[src/rtl/score_display.sv]
// Game lifecycle tracker with BCD current/high score and a multiplexed
// 4-digit active-low 7-segment driver; game_clk and game_over enter via synchronisers.
module score_display #(
    parameter int FRAMES_PER_POINT = 6,
    parameter int REFRESH_DIV      = 50000
) (
    input  logic        clk,
    input  logic        rst,
    input  logic        game_clk,
    input  logic        start,
    input  logic        game_over,
    input  logic        show_high,
    output logic [15:0] score_bcd,
    output logic [15:0] high_bcd,
    output logic [1:0]  phase,
    output logic [3:0]  an,
    output logic [7:0]  seg
);
    typedef enum logic [1:0] {
        IDLE    = 2'd0,
        ARMED   = 2'd1,
        RUNNING = 2'd2,
        OVER    = 2'd3
    } state_t;

    localparam int RW = (REFRESH_DIV > 2) ? $clog2(REFRESH_DIV) : 1;

    state_t         state_reg, state_next;
    logic           gclk_meta_reg, gclk_sync_reg, gclk_prev_reg, tick_reg;
    logic           go_meta_reg, go_sync_reg;
    logic [7:0]     div_reg;
    logic [15:0]    score_reg, high_reg;
    logic [RW-1:0]  refresh_reg;
    logic [1:0]     idx_reg;
    logic [3:0]     an_reg;
    logic [7:0]     seg_reg;

    // Ripple BCD +1 across the four digits
    logic [15:0] inc_bcd;
    logic [4:0]  carry;
    logic [15:0] shown;
    logic [3:0]  nz_above;
    assign carry[0] = 1'b1;
    assign shown    = show_high ? high_reg : score_reg;

    genvar gi;
    generate
        for (gi = 0; gi < 4; gi++) begin : g_digit
            assign inc_bcd[4*gi +: 4] = carry[gi]
                ? ((score_reg[4*gi +: 4] == 4'd9) ? 4'd0 : score_reg[4*gi +: 4] + 4'd1)
                : score_reg[4*gi +: 4];
            assign carry[gi+1] = carry[gi] & (score_reg[4*gi +: 4] == 4'd9);
            // Nonzero at or above this digit; zero means the digit is a leading zero
            assign nz_above[gi] = |shown[15:4*gi];
        end
    endgenerate

    logic [3:0] digit;
    logic       blank;
    logic [6:0] seg_code;
    assign digit = shown[4*idx_reg +: 4];
    assign blank = (idx_reg != 2'd0) && !nz_above[idx_reg];

    always_comb begin
        seg_code = 7'h7F;
        case (digit)
            4'd0: seg_code = 7'b1000000;
            4'd1: seg_code = 7'b1111001;
            4'd2: seg_code = 7'b0100100;
            4'd3: seg_code = 7'b0110000;
            4'd4: seg_code = 7'b0011001;
            4'd5: seg_code = 7'b0010010;
            4'd6: seg_code = 7'b0000010;
            4'd7: seg_code = 7'b1111000;
            4'd8: seg_code = 7'b0000000;
            4'd9: seg_code = 7'b0010000;
            default: seg_code = 7'h7F;
        endcase
    end

    always_comb begin
        state_next = state_reg;
        case (state_reg)
            IDLE:    if (start) state_next = ARMED;
            ARMED:   if (tick_reg && !go_sync_reg) state_next = RUNNING;
            RUNNING: if (go_sync_reg) state_next = OVER;
            OVER:    if (start) state_next = ARMED;
            default: state_next = IDLE;
        endcase
    end

    always_ff @(posedge clk) begin
        if (rst) begin
            gclk_meta_reg <= 1'b0;
            gclk_sync_reg <= 1'b0;
            gclk_prev_reg <= 1'b0;
            tick_reg      <= 1'b0;
            go_meta_reg   <= 1'b0;
            go_sync_reg   <= 1'b0;
            state_reg     <= IDLE;
            div_reg       <= 8'd0;
            score_reg     <= 16'h0000;
            high_reg      <= 16'h0000;
        end else begin
            gclk_meta_reg <= game_clk;
            gclk_sync_reg <= gclk_meta_reg;
            gclk_prev_reg <= gclk_sync_reg;
            tick_reg      <= gclk_sync_reg & ~gclk_prev_reg;
            go_meta_reg   <= game_over;
            go_sync_reg   <= go_meta_reg;
            state_reg     <= state_next;

            if (state_next == ARMED) begin
                div_reg   <= 8'd0;
                score_reg <= 16'h0000;
            end else if (state_reg == RUNNING && !go_sync_reg && tick_reg) begin
                if (div_reg == 8'(FRAMES_PER_POINT - 1)) begin
                    div_reg <= 8'd0;
                    if (score_reg != 16'h9999) score_reg <= inc_bcd;
                end else begin
                    div_reg <= div_reg + 8'd1;
                end
            end

            // Score is frozen in OVER, so this fires once, one clk after entry
            if (state_reg == OVER && score_reg > high_reg) high_reg <= score_reg;
        end
    end

    always_ff @(posedge clk) begin
        if (rst) begin
            refresh_reg <= '0;
            idx_reg     <= 2'd0;
            an_reg      <= 4'b1110;
            seg_reg     <= 8'hC0;
        end else begin
            if (refresh_reg == RW'(REFRESH_DIV - 1)) begin
                refresh_reg <= '0;
                idx_reg     <= idx_reg + 2'd1;
            end else begin
                refresh_reg <= refresh_reg + RW'(1);
            end
            an_reg  <= ~(4'b0001 << idx_reg);
            seg_reg <= blank ? 8'hFF : {1'b1, seg_code};
        end
    end

    assign score_bcd = score_reg;
    assign high_bcd  = high_reg;
    assign phase     = state_reg;
    assign an        = an_reg;
    assign seg       = seg_reg;
endmodule

[config.mk]
export PLATFORM = sky130hd
export DESIGN_NAME = score_display
export DESIGN_NICKNAME = d
export VERILOG_FILES = /design/src/rtl/score_display.sv
export SDC_FILE = /design/constraint.sdc
export NUM_CORES = 1
export LEC_CHECK = 0
export BUFFER_PORTS_ARGS = -buffer_cell sky130_fd_sc_hd__clkbuf_2
export CORE_ASPECT_RATIO = 0.75
export CORE_MARGIN = 5
export CORE_UTILIZATION = 46
export DETAILED_ROUTE_END_ITERATION = 12
export PLACE_DENSITY_LB_ADDON = 0.25
export SLEW_MARGIN = 20
export SYNTH_ARGS = -nofsm -noshare
export SYNTH_HDL_FRONTEND = slang
export SYNTH_SLANG_ARGS = --single-unit
[constraint.sdc]
create_clock -name clk -period 6.5 [get_ports clk]
set_input_delay 0.65 -clock clk [delete_from_list [all_inputs] [get_ports clk]]
set_output_delay 0.65 -clock clk [all_outputs]
set_load 0.005 [all_outputs]
==> results_dict.tcl <==
set metrics [dict create \
    drt-total-wl_um 10400 \
    max_stage_delay_ps 900 \
    first_pass_iters 4 \
    final_max_slew_viol_count 0 \
    dpl.hpwl_um 7410 \
    grt_pass1_vias 3470 \
    start_util 0.467 \
    grt_setup_unrepaired "false" \
    cp_cell_sequence "inv_1 > ha_1 > nor2b_1 > o211ai_1 > a2111oi_0 > o311a_1 > mux2i_1" \
    worstMarginPinSlew_ps 1000 \
    ctsResizeCount 0 \
    hold_end "tick_reg$_SDFF_PP0_" \
    io_pins 52 \
    layout_commonest_cell "dfxtp_1" \
    fp-row-count 31 \
    grt_usage 0.180 \
    cp.arrival_ps 3160 \
    fin_setup_tns_ps 0 \
    num_antenna_cells 0 \
    place_ws_ps 3460 \
    slew_headroom 0.331 \
    nets 584 \
    clkTransAtPathRegs_ps 60 \
    cts_sinks 77 \
    synth_top_area_share 0.344 \
    grt.met3_usage 0.0474 \
    async_reset_ff_frac 0 \
    cpMaxStageDelayCell "o311a_1" \
    syn_area_per_cell_sq_um 8.75 \
    crit_path_end_kind "flip-flop" \
    min-delay-start "gclk_prev_reg$_SDFF_PP0_" \
    clock_tree.root_cell "clkbuf_16" \
    outcome "complete, no violations" \
    port_buffers 50 \
    die_h_um 95.4 \
    setup_viol 0 \
    grt_max_degree 55 \
    synth-seq-cells 77 \
    drc 0 \
    synthFlopType "dfxtp_1" \
    syn2layout_area_growth_pct 12.6 \
    cts_buffers 9 \
    cts_max_path_buffers 2 \
    syn_area_sq_um 4480 \
    syn_nets 549 \
    path_buf_inv 1 \
    synthTopCellsByArea "dfxtp_1 (34%), ha_1 (8.7%), nand2b_1 (5.6%), nor2_1 (4.8%), mux2i_1 (4.7%)" \
    cap_viol_max_count 0 \
    finalHoldViolCount 0 \
    critPathRequiredTime_ps 6760 \
    grt_util_met1 0.245 \
    core_sq_um 9580 \
    die_w_um 124 \
    criticalPathCategory "flip-flop to flip-flop" \
    ys_types 64 \
    r2r-end "high_bcd[11]$_SDFFE_PP0P_" \
    place.gp.congestion 0.835 \
    finalCritPeriodShare 0.447 \
    skew_ps 6.74 \
    grt_overflow_total 0 \
    ir_worst_vdd_mv 0.156 \
    met2_usage 0.282 \
    hp-class "flip-flop to flip-flop" \
    grt-busiest-layer "met2" \
    fmax_mhz 344 \
    setup_slack_ps 3590 \
    cts_tree "built" \
    r2r_cells 7 \
    clkLatencyLatePin_ps 330 \
    cts_setup_buffers 0 \
    drive_gt1_frac 0.149 \
    ys_seq_area_frac 0.344 \
    layout_common_cells "dfxtp_1 (77), nor2_1 (57), clkbuf_2 (50)" \
    postSynthCellCount 512 \
    yosysWarnings 0 \
    power_density_nw_per_um2 196 \
    cp_max_fo 16 \
    whs_path_depth 1 \
    fp.dieArea_sq_um 11800 \
    drt_iter0_markers 171 \
    postCtsHoldBufs 0 \
    fin_crit_ps 2910 \
    antenna_found_initial 0 \
    wire_per_inst_um 15.3 \
    synth_top_cell_by_area "dfxtp_1" \
    vias_per_cell 5.50 \
    final_area_sq_um 5040 \
    detail-route-antenna-nets 0 \
    crit_path_start_kind "flip-flop" \
    p_leak_nw 1.86 \
    r2r_slack_ps 3590 \
    grt_pass1_wl_um 16900 \
    dpl-instance-area_sq_um 4760 \
    cts_max_level 3 \
    vias 3763 \
    cpLargestDelayFamily "compound AO/OA/AOI/OAI gates" \
    synth_edf_count 0 \
    r2r-start "score_bcd[0]$_SDFFE_PP0P_" \
]
## cells by family after synthesis
logic type                 synth area share
AOI/OAI and AO/OA                     0.112
xor gates and xnor gates             0.0528
adders and majority gates            0.0866
buffers and inverters                0.0559
DFF                                   0.344
muxes                                0.0947
other                              0.000837
and+or+nand+nor                       0.253
## synth_stat cells (3+ instances only)
master,count
nand3_1,10
nand4_1,14
or3_1,5
inv_1,32
a211oi_1,4
nor3_1,9
nor2_1,57
or4_1,3
buf_2,7
xor2_1,12
nand2b_1,40
a2111oi_0,5
nand2_1,23
clkbuf_1,14
o22ai_1,4
mux2_2,3
nor4_1,7
xnor2_1,15
mux2i_1,21
or2b_1,3
and3_1,3
nor2b_1,16
mux4_2,7
ha_1,31
dfxtp_1,77
a21oi_1,26
o21ai_0,17
## routing by layer
metal / share of wire / vias up / wire length (um)
li1: - / 1859 / -
met1: 0.47 / 1796 / 4960
met2: 0.46 / 94 / 4780
met3: 0.055 / 14 / 571
met4: 0.012 / 0 / 130
met5: 0 / - / 0
## layout make-up
| class | count | area (sq um) |
|---|---|---|
| inverters | 32 | 120 |
| clock inverters | 5 | 36.3 |
| multi-input cells | 377 | 2690 |
| repair buffers | 50 | 250 |
| clock buffers | 11 | 243 |
| fillers | 885 | 4540 |
| flip-flops and latches | 77 | 1540 |
| well taps | 132 | 165 |
## worst max path at each step
| stage | startpoint | to | slack [ps] | depth (start not counted) |
|---|---|---|---|---|
| 2_1_floorplan | show_high | seg[5]$_SDFF_PP0_ | 3980 | 7 |
| 3_3_place_gp | show_high | seg[5]$_SDFF_PP0_ | 3610 | 7 |
| 3_5_place_dp | show_high | seg[5]$_SDFF_PP0_ | 3460 | 7 |
| 4_1_cts | score_bcd[0]$_SDFFE_PP0P_ | high_bcd[11]$_SDFFE_PP0P_ | 3610 | 7 |
| 5_1_grt | score_bcd[0]$_SDFFE_PP0P_ | high_bcd[14]$_SDFFE_PP0P_ | 3370 | 7 |
| 6_report | score_bcd[0]$_SDFFE_PP0P_ | high_bcd[11]$_SDFFE_PP0P_ | 3590 | 7 |
## power breakdown
group,leakage [nW],internal (mW),switching (mW)
Sequential,0.622,0.476,0.00360
Clock,0.128,0.269,0.198
Combinational,1.11,0.0161,0.0270
## metrics by stage
step	hold WS, ps	power [mW]	util	std cells
floorplan	367	0.526	-	512
global placement	372	0.533	0.497	668
detailed placement	375	0.534	0.497	668
CTS	389	1.00	0.526	684
global route	403	1.03	0.526	684
finish	388	0.990	0.526	684
(Power assumes the default switching activity.)
